==> src/rtl/coincidence_pkg.sv <==
// Shared constants and state encodings for the coincidence counter's
// PC-to-FPGA command link.
package coincidence_pkg;

  localparam logic [7:0] SyncByteDefault = 8'hA5;

  localparam logic [7:0] CMD_SET_PERIOD   = 8'h01;
  localparam logic [7:0] CMD_CHAN_EN      = 8'h02;
  localparam logic [7:0] CMD_TEST_PATTERN = 8'h03;

  typedef enum logic [2:0] {
    ByteIdle,
    ByteStart,
    ByteData,
    ByteStop,
    ByteWaitHigh
  } byte_state_e;

  typedef enum logic [1:0] {
    PktHunt,
    PktCmd,
    PktData,
    PktChk
  } pkt_state_e;

endpackage

==> src/rtl/uart_byte_rx.sv <==
// 8N1 UART byte receiver: 2-flop synchroniser, mid-bit sampling FSM,
// one-cycle byte_valid and frame_err strobes.
module uart_byte_rx
  import coincidence_pkg::*;
#(
  parameter int unsigned CLKS_PER_BIT = 2604
) (
  input  logic       clock_50,
  input  logic       reset,
  input  logic       rxd_i,
  output logic       byte_valid_o,
  output logic [7:0] byte_data_o,
  output logic       frame_err_o
);

  localparam int unsigned CntW = $clog2(CLKS_PER_BIT);
  localparam logic [CntW-1:0] HalfLast = CntW'(CLKS_PER_BIT / 2 - 1);
  localparam logic [CntW-1:0] BitLast  = CntW'(CLKS_PER_BIT - 1);

  logic            rxd_meta_q, rxd_sync_q;
  byte_state_e     state_q;
  logic [CntW-1:0] cnt_q;
  logic [2:0]      bit_idx_q;
  logic [7:0]      shift_q;

  always_ff @(posedge clock_50 or posedge reset) begin
    if (reset) begin
      rxd_meta_q <= 1'b1;
      rxd_sync_q <= 1'b1;
    end else begin
      rxd_meta_q <= rxd_i;
      rxd_sync_q <= rxd_meta_q;
    end
  end

  always_ff @(posedge clock_50 or posedge reset) begin
    if (reset) begin
      state_q      <= ByteIdle;
      cnt_q        <= '0;
      bit_idx_q    <= '0;
      shift_q      <= '0;
      byte_valid_o <= 1'b0;
      byte_data_o  <= '0;
      frame_err_o  <= 1'b0;
    end else begin
      byte_valid_o <= 1'b0;
      frame_err_o  <= 1'b0;
      unique case (state_q)
        ByteIdle: begin
          if (!rxd_sync_q) begin
            state_q   <= ByteStart;
            cnt_q     <= '0;
            bit_idx_q <= '0;
          end
        end
        ByteStart: begin
          // A start bit that is high again at mid-bit was a glitch.
          if (cnt_q == HalfLast) begin
            cnt_q   <= '0;
            state_q <= rxd_sync_q ? ByteIdle : ByteData;
          end else begin
            cnt_q <= cnt_q + 1'b1;
          end
        end
        ByteData: begin
          if (cnt_q == BitLast) begin
            cnt_q   <= '0;
            shift_q <= {rxd_sync_q, shift_q[7:1]};
            if (bit_idx_q == 3'd7) begin
              state_q <= ByteStop;
            end else begin
              bit_idx_q <= bit_idx_q + 1'b1;
            end
          end else begin
            cnt_q <= cnt_q + 1'b1;
          end
        end
        ByteStop: begin
          if (cnt_q == BitLast) begin
            cnt_q <= '0;
            if (rxd_sync_q) begin
              byte_valid_o <= 1'b1;
              byte_data_o  <= shift_q;
              state_q      <= ByteIdle;
            end else begin
              frame_err_o <= 1'b1;
              state_q     <= ByteWaitHigh;
            end
          end else begin
            cnt_q <= cnt_q + 1'b1;
          end
        end
        ByteWaitHigh: begin
          if (rxd_sync_q) begin
            state_q <= ByteIdle;
          end
        end
        default: state_q <= ByteIdle;
      endcase
    end
  end

endmodule

==> src/rtl/uart_cmd_rx.sv <==
// Command-packet decoder: frames SYNC,CMD,D0..D3,CHK packets from the byte
// receiver, checks the XOR checksum and strobes validated commands.
module uart_cmd_rx
  import coincidence_pkg::*;
#(
  parameter int unsigned CLKS_PER_BIT = 2604,
  parameter logic [7:0]  SYNC_BYTE    = SyncByteDefault,
  parameter int unsigned TIMEOUT_BITS = 20
) (
  input  logic        clock_50,
  input  logic        reset,
  input  logic        UART_RXD,
  output logic        cmd_valid,
  output logic [7:0]  cmd_code,
  output logic [31:0] cmd_data,
  output logic        frame_err,
  output logic        chk_err,
  output logic        busy
);

  localparam int unsigned TimeoutCycles = TIMEOUT_BITS * CLKS_PER_BIT;
  localparam int unsigned ToW = $clog2(TimeoutCycles + 1);
  localparam logic [ToW-1:0] ToLast = ToW'(TimeoutCycles - 1);

  logic       byte_valid;
  logic [7:0] byte_data;

  pkt_state_e     pkt_state_q;
  logic [1:0]     byte_idx_q;
  logic [7:0]     acc_q;
  logic [7:0]     code_sh_q;
  logic [31:0]    data_sh_q;
  logic [ToW-1:0] to_cnt_q;
  logic           to_hit;

  uart_byte_rx #(
    .CLKS_PER_BIT(CLKS_PER_BIT)
  ) u_byte_rx (
    .clock_50    (clock_50),
    .reset       (reset),
    .rxd_i       (UART_RXD),
    .byte_valid_o(byte_valid),
    .byte_data_o (byte_data),
    .frame_err_o (frame_err)
  );

  assign busy   = (pkt_state_q != PktHunt);
  assign to_hit = (to_cnt_q == ToLast) && !byte_valid;

  // Cycles since the last accepted byte; saturates at the limit.
  always_ff @(posedge clock_50 or posedge reset) begin
    if (reset) begin
      to_cnt_q <= '0;
    end else if (pkt_state_q == PktHunt || byte_valid) begin
      to_cnt_q <= '0;
    end else if (to_cnt_q != ToLast) begin
      to_cnt_q <= to_cnt_q + 1'b1;
    end
  end

  always_ff @(posedge clock_50 or posedge reset) begin
    if (reset) begin
      pkt_state_q <= PktHunt;
      byte_idx_q  <= '0;
      acc_q       <= '0;
      code_sh_q   <= '0;
      data_sh_q   <= '0;
      cmd_valid   <= 1'b0;
      cmd_code    <= '0;
      cmd_data    <= '0;
      chk_err     <= 1'b0;
    end else begin
      cmd_valid <= 1'b0;
      chk_err   <= 1'b0;
      if (pkt_state_q == PktHunt) begin
        if (byte_valid && byte_data == SYNC_BYTE) begin
          pkt_state_q <= PktCmd;
        end
      end else if (frame_err || to_hit) begin
        pkt_state_q <= PktHunt;
      end else if (byte_valid) begin
        unique case (pkt_state_q)
          PktCmd: begin
            code_sh_q   <= byte_data;
            acc_q       <= byte_data;
            byte_idx_q  <= '0;
            pkt_state_q <= PktData;
          end
          PktData: begin
            data_sh_q[{byte_idx_q, 3'b000} +: 8] <= byte_data;
            acc_q <= acc_q ^ byte_data;
            if (byte_idx_q == 2'd3) begin
              pkt_state_q <= PktChk;
            end else begin
              byte_idx_q <= byte_idx_q + 1'b1;
            end
          end
          PktChk: begin
            if (byte_data == acc_q) begin
              cmd_valid <= 1'b1;
              cmd_code  <= code_sh_q;
              cmd_data  <= data_sh_q;
            end else begin
              chk_err <= 1'b1;
            end
            pkt_state_q <= PktHunt;
          end
          default: pkt_state_q <= PktHunt;
        endcase
      end
    end
  end

endmodule

==> config.mk <==
export PLATFORM = sky130hd
export DESIGN_NAME = uart_cmd_rx
export DESIGN_NICKNAME = d
export VERILOG_FILES = /design/src/rtl/coincidence_pkg.sv /design/src/rtl/uart_byte_rx.sv /design/src/rtl/uart_cmd_rx.sv
export SDC_FILE = /design/constraint.sdc
export NUM_CORES = 1
export LEC_CHECK = 0
export CAP_MARGIN = 20
export CORE_UTILIZATION = 35
export DETAILED_ROUTE_END_ITERATION = 8
export PLACE_DENSITY = 0.63
export SYNTH_ARGS = -nofsm -noshare
export SYNTH_HDL_FRONTEND = slang
export SYNTH_SLANG_ARGS = --single-unit
==> constraint.sdc <==
create_clock -name clock_50 -period 5.7 [get_ports clock_50]
set_input_delay 1.14 -clock clock_50 [delete_from_list [all_inputs] [get_ports clock_50]]
set_output_delay 1.14 -clock clock_50 [all_outputs]
set_load 0.005 [all_outputs]
Word-level counts from Yosys, hierarchy flattened:

Cells that the tools add are included.

* register bits: 148
* bits of input ports: 3
* logic and storage cells: 124
* output and inout port bits: 44

* eq/ne operators: 25
* $add $sub $neg: 5
* muxes and demuxes: 45
* reduce and logical (&&, ||, !) cells: 25
* shift-type cells: 2
* bitwise gates (word level): 3

Operator list (number)
* $mux W12: 3
* $pmux W12 S3: 1
* $bwmux W32: 1
* $mux W16: 2
* $shift A8 B7 Y32 const A: 1
* $shiftx A8 B7 Y32: 1
* $mux W3: 10
* $add A16 B1 Y16 const B: 1
* $eq A16 B16 Y1 const B: 1
* $mux W1: 16
* $ne A16 B16 Y1 const B: 1
* $pmux W8 S2: 1
* $reduce_and A4 Y1: 4
* $pmux W3 S5: 1
* $mux W2: 7
* $add A12 B1 Y12 const B: 1
* $eq A12 B11 Y1 const B: 1
* $eq A12 B12 Y1 const B: 1
* $ne A2 B1 Y1 const B: 6
* $reduce_and A5 Y1: 2
* $eq A8 B8 Y1: 1
* $eq A8 B8 Y1 const B: 1
* $pmux W2 S2: 2
* $reduce_bool A2 Y1: 4
* other kinds (23): 35

Depth between registers and ports, before layout:

Gate-level depths: netlist of the first run.

* word-level depth: 6
* gate-level depth with buffers: 8
* depth with buffers taken out: 6

Cells and area by module:

A second synthesis of the first run with hierarchy kept.

* cell total of the unflattened synthesis: 609
* area, all modules: 6842.8 µm²

By module, submodules not included
* uart_cmd_rx: times used 1, seq. area each 2752.6 µm², cells an instance 431, area an instance 5038.6 µm²
* uart_byte_rx: times used 1, seq. area each 953.4 µm², cells an instance 178, area an instance 1804.2 µm²

Worst setup path before layout of the first run:

No wires, ideal clock.

* path type: register -> output
* start: register pkt_state_q[0]
* end: output busy
* path buffers: 1
* data required time: 4560 ps
* slack: 3586 ps
* data arrival time: 974 ps
* cell stages (with the launch flop): 5
* cells stage by stage: dfrtp_1 -> inv_1 -> ha_1 -> clkbuf_1 -> inv_1

* cells in the longest elaborated chain, start to end: 1

Ends and longest elaborated chain
* from (decl): line uart_cmd_rx.sv:28 `pkt_state_e pkt_state_q;`
* from (signal assigned): line uart_cmd_rx.sv:63 `pkt_state_q <= PktHunt;`
* from (signal assigned): line uart_cmd_rx.sv:77 `pkt_state_q <= PktCmd;`
* from (signal assigned): line uart_cmd_rx.sv:80 `pkt_state_q <= PktHunt;`
* $reduce_bool A2 Y1: line uart_cmd_rx.sv:47 `assign busy = (pkt_state_q != PktHunt);`
* to (decl): line uart_cmd_rx.sv:18 `output logic busy`

No other way between the ends.

Worst setup path after layout of the first run:

Same ends and word-level chain as after synthesis.

==> reports/metrics.cfg, run 1 <==
[status]
status=completed

[sta]
setup-tns-final_ns=0
fin_crit_ns=3.090
rsz0062_at_grt=false
setup_viol=0
maxSlewViolCount=0
skew_ns=0.01656
tightest_slew_ns=0.9654
hold_viol=0
finalCritPeriodShare_pct=54.22
max-slew-margin-rel_pct=35.64
fmax_mhz=323.6

[critical_path]
crit_path_max_fanout=11
arrival_ns=1.95
crit_type=register to primary output
cpPeakStageDelay_ns=0.49
endpoint_kind=primary output
start_kind=register
cpMostUsedCell=inv_1
path_cells=inv_1 > ha_1 > inv_1 > clkdlybuf4s50_1
required_ns=4.56
cp_slowest_cell=clkdlybuf4s50_1

[grt]
grt.overflow.total=0
grt_pass1_vias=4540
antenna_found_initial=0
grt_pass1_wl_mm=23.30
grt_max_degree=110
track_usage_pct=14.85

[place]
gp_congestion=0.8551
placed_cell_area_um2=7620
io_buffers=46
dp_hpwl_mm=9.160

[clock_network]
ctsResizeCount=0
cts_inserted_buffers=17
clockBufferDepth=2
htreeDepth=4
root_buffer=clkbuf_16
clkTransAtPathRegs_ns=0.06
cts_tree=built
insertion_delay_ns=0.43
cts.sinks=148
cts_hold_buf=0
cts_setup_buffers=0

[power]
p_leak_nw=3.662
powerDensity_nw_per_um2=265.0
power.total_mw=2.179
vdd_drop_max_mv=0.2459

[synthesis]
synth_edf_count=0
synthesis.area_um2=6959
synth_cell_types=57
yosys_most_used_dff=dfrtp_1
avgSynthCellArea_um2=11.21
postSynthCellCount=621
ys_seq_elements=148
syn_nets=639
seq_area_frac_synth_pct=53.25
yosysWarningCount=0
synthArstFlopShare_pct=100.0

[final_layout]
area_growth_pct=18.16
drive_gt1_share_pct=16.87
postLayoutCellArea_um2=8223
fin_nets=675
final_core_util_pct=42.25
n_fill_cell=1772
antenna-diode-count=0

[routing]
drtIter0Drc=295
first_pass_iters=4
vias=4727
totalWireLength_mm=13.86
wl_per_cell_um=14.82
final_antenna_net_count=0
via_per_inst=5.056
drc=0

[job]
drv_cap=0

[floorplanning]
initial_utilization_pct=35.76
die_x_um=143.0
rows=51
fp.dieH_um=143.0
dieArea_um2=20450
pin_count=47
core_region_area_um2=19460

[min_path]
hold_path_class=register to register

==> critical path, delay by kind of cell, from the launching register on <==
kind / cells / cell delay (ns)
adder cells (fa/ha/maj): 1 / 0.36
buffers and inverters: 3 / 0.74
flip-flops: 1 / 0.42
==> cell usage after synthesis, types with 4 or more instances <==
cell type  instances  area share (%)
xnor2_1            5            0.63
a311oi_1           8             1.0
nor4_1             4            0.36
or3_1             12             1.1
o211ai_1           5            0.54
buf_4              6            0.65
inv_1             15            0.81
nand2b_1           4            0.36
nand4_1            7            0.63
or4_1              4            0.43
xor2_1            10             1.3
nand2_1          103             5.6
nor3b_1            5            0.54
buf_2              5            0.36
a21oi_1           19             1.4
mux2_2            25             4.0
o311ai_0           4            0.50
mux2i_1            6            0.86
clkbuf_1          19             1.0
nor3_1             8            0.58
mux2_4            39             8.4
ha_1              15             2.7
o22ai_1            4            0.36
nor2_1            25             1.3
dfrtp_1          146              52
o21ai_0           50             3.6
nand3_1           12            0.86
==> sequential cells by signal (all words and copies together) (netlist names), 2 cells and up <==
register               count
cmd_data                  32
pkt_state_q                2
to_cnt_q                  16
data_sh_q                 32
u_byte_rx.cnt_q           12
u_byte_rx.byte_data_o      8
u_byte_rx.shift_q          8
acc_q                      8
cmd_code                   8
code_sh_q                  8
byte_idx_q                 2
u_byte_rx.bit_idx_q        3
u_byte_rx.state_q          3
==> cell usage in the layout (no fill, tap or decap), types with 4 or more instances in the layout <==
cell type and instances:
o311ai_0 4, xnor2_1 5, buf_4 4, dfrtp_1 146
or4_1 4, nor3b_1 5, nand3_1 12, nor2_1 25
inv_1 14, mux2i_1 6, o21ai_0 50, clkdlybuf4s50_1 46
or3_1 12, nand4_1 7, o22ai_1 4, xor2_1 10
a21oi_1 19, nand2b_1 4, ha_1 15, clkbuf_16 17
mux2_2 25, o211ai_1 5, mux2_4 39, nand2_1 103
nor3_1 8, nor4_1 4, a311oi_1 8
==> cell families after synthesis <==
family	count (synthesis)	share of synthesized area, %
xor+xnor	15	1.888
fa+ha+maj	15	2.697
flops	148	53.25
mux	70	13.32
buf+inv	49	3.092
compound gates	106	9.224
simple gates	218	16.52
==> per-layer routing <==
layer / GRT usage (%) / routed length, µm / vias to the layer above
met1: 19.41 / 6561 / 2333
li1: - / - / 2292
met5: 0 / 0 / -
met2: 23.08 / 6608 / 95
met3: 4.024 / 566 / 7
met4: 6.338 / 119 / 0
==> metrics by stage <==
step           cells  hold WS, ns  setup slack (ns)
6_report         935       0.3655             2.610
5_1_grt          935       0.3678             2.506
4_1_cts          933       0.3680             2.580
3_5_place_dp     901       0.3558             2.730
3_3_place_gp     901       0.3473             2.777
2_1_floorplan    621       0.3452            0.5836
==> where the power goes <==
group | internal (mW) | switching (mW)
sequential | 1.05 | 0.000896
combinational | 0.00233 | 0.0207
clock | 0.668 | 0.435
total | 1.72 | 0.456
==> area by class of cell <==
| type | instances | area (µm²) | area share [%] |
|---|---|---|---|
| inverter | 15 | 61.31 | 0.7456 |
| tap | 265 | 331.6 | 4.032 |
| sequential | 148 | 3706 | 45.07 |
| clock buffer | 21 | 460.4 | 5.600 |
| timing repair buffer | 51 | 498.0 | 6.056 |
| clock inverter | 11 | 127.6 | 1.552 |
| multi-input combinational | 424 | 3038 | 36.94 |
==> worst paths after layout <==
check                                     startpoint                    to  slack (ns)  cells after the start
worst max-delay path                  pkt_state_q[0]                  busy        2.61                      4
worst min-delay path            u_byte_rx.rxd_meta_q  u_byte_rx.rxd_sync_q        0.37                      0
worst max register to register        pkt_state_q[0]           cmd_code[3]        2.85                      7
worst min register to register  u_byte_rx.rxd_meta_q  u_byte_rx.rxd_sync_q        0.37                      0
max in group asynchronous                      reset  u_byte_rx.rxd_sync_q        3.29                      3
min in group asynchronous                      reset          to_cnt_q[10]        1.29                      2
Note: power is estimated with default switching activity, not from simulation.
==> inputs of run 2 (changes only) <==
--- a/config.mk
+++ b/config.mk
@@ -8,7 +8,7 @@
 export CAP_MARGIN = 20
 export CORE_UTILIZATION = 35
 export DETAILED_ROUTE_END_ITERATION = 8
-export PLACE_DENSITY = 0.63
+export PLACE_DENSITY = 0.65
 export SYNTH_ARGS = -nofsm -noshare
 export SYNTH_HDL_FRONTEND = slang
 export SYNTH_SLANG_ARGS = --single-unit
==> constraint.sdc (replaced) <==
create_clock -name clock_50 -period 2.7 [get_ports clock_50]
set_input_delay 0.54 -clock clock_50 [delete_from_list [all_inputs] [get_ports clock_50]]
set_output_delay 0.54 -clock clock_50 [all_outputs]
set_load 0.005 [all_outputs]
==> run 2 against run 1 <==
Compared with the run above:
- cell count increased by 1.6%
- sequential share of layout area down 0.84 points
- global-route usage rose by 0.17 points
- worst setup slack got worse by 2.4 ns
- critical path depth is the same
- non-clock buffer count rose by 15
- clock skew down 0.0027 ns
- clock power grew 110%
- routed wire length down 1.5%
- sequential power up 110%
- utilization rose by 0.80 points
- register-to-register slack worse by 2.5 ns
- highest routed layer unchanged
==> reports/metrics.cfg, run 2 (synthesis gave the netlist of run 1 again) <==
[routing]
totalWireLength_mm=13.64
final_antenna_net_count=0
drtIter0Drc=195
drc=0
via_per_inst=4.963
first_pass_iters=4
vias=4715
wl_per_cell_um=14.36

[clock_network]
root_buffer=clkbuf_16
clkTransAtPathRegs_ns=0.07
cts_hold_buf=0
cts_tree=built
insertion_delay_ns=0.43
htreeDepth=4
cts_inserted_buffers=17
clockBufferDepth=2
ctsResizeCount=0
cts_setup_buffers=0
cts.sinks=148

[place]
gp_congestion=0.7612
dp_hpwl_mm=9.020
placed_cell_area_um2=7784
io_buffers=46

[sta]
rsz0062_at_grt=false
hold_viol=0
setup_viol=0
max-slew-margin-rel_pct=49.71
skew_ns=0.01385
fin_crit_ns=2.498
fmax_mhz=400.4
setup-tns-final_ns=0
maxSlewViolCount=0
finalCritPeriodShare_pct=92.50
tightest_slew_ns=0.7543

[grt]
grt_pass1_vias=4739
grt_max_degree=43
grt_pass1_wl_mm=24.03
grt.overflow.total=0
track_usage_pct=15.02
antenna_found_initial=0

[final_layout]
area_growth_pct=20.41
final_core_util_pct=43.05
antenna-diode-count=0
reg_top3=cmd_data x32, data_sh_q x32, to_cnt_q x16
postLayoutCellArea_um2=8379
layout_commonest_cell=dfrtp_1
n_fill_cell=1847
drive_gt1_share_pct=18.98
fin_nets=690
layout_common_cells=146 x dfrtp_1, 103 x nand2_1, 50 x o21ai_0

[status]
status=completed

[floorplanning]
initial_utilization_pct=35.76
fp.dieH_um=143.0
rows=51
pin_count=47
dieArea_um2=20450
die_x_um=143.0
core_region_area_um2=19460

[critical_path]
endpoint_kind=primary output
path_cells=inv_1 > ha_1 > inv_1 > clkdlybuf4s50_1
required_ns=2.16
start_kind=register
crit_type=register to primary output
cp_slowest_cell=clkdlybuf4s50_1
crit_path_max_fanout=11
cp_num_buf_inv=3
cp_top_family=buffers and inverters
arrival_ns=1.96
cpPeakStageDelay_ns=0.49
cpMostUsedCell=inv_1

[power]
vdd_drop_max_mv=0.4183
p_leak_nw=3.758
powerDensity_nw_per_um2=553.7
power.total_mw=4.640

[job]
drv_cap=0

[min_path]
hold_path_class=register to register

## run 2: final timing paths
path,from,to,slack [ns],cells past startpoint
worst max-delay path,pkt_state_q[1],busy,0.20,4
worst min-delay path,u_byte_rx.rxd_meta_q,u_byte_rx.rxd_sync_q,0.38,0
worst max register to register,pkt_state_q[1],cmd_data[30],0.39,7
worst min register to register,u_byte_rx.rxd_meta_q,u_byte_rx.rxd_sync_q,0.38,0
max in group asynchronous,reset,u_byte_rx.rxd_sync_q,1.42,3
min in group asynchronous,reset,acc_q[1],0.59,2
## run 2: layout make-up
cell class	count	area, µm²	share of cell area [%]
clock buffer	18	439.2	5.241
inverter	15	60.06	0.7167
sequential	148	3706	44.23
tap	265	331.6	3.957
multi-input combinational	424	3038	36.25
timing repair buffer	66	648.1	7.735
clock inverter	14	156.4	1.867
## run 2: report_power, final
part	switching, mW	total [mW]	internal (mW)	leakage, nW
Sequential	0.00208	2.22	2.22	2.05
Clock	1.02	2.36	1.34	0.287
Combinational	0.0450	0.0578	0.0127	1.42
## run 2: through the flow
stage	hold WS [ns]	std cells	worst slack (ns)
6_report	0.3764	950	0.2024
3_5_place_dp	0.3566	918	0.3932
4_1_cts	0.3723	950	0.1463
2_1_floorplan	0.3452	621	0.3006
3_3_place_gp	0.3479	918	0.4559
5_1_grt	0.3748	950	0.04336
## run 2: worst reg2reg max path: stages (launching register included)
cell and delay, ns:
dfrtp_1 0.40, inv_1 0.12, ha_1 0.36, nor3b_2 0.09
nand2_1 0.09, nand4b_1 0.10, buf_4 0.58, mux2_2 0.46
## run 2: routing by layer
layer  global-route usage (%)  routed length (µm)  vias to the layer above
met5                        0                   0                        -
met4                    4.980                 212                        0
met3                    4.024                 507                       19
met2                    24.29                6423                       88
met1                    19.40                6500                     2293
li1                         -                   -                     2315
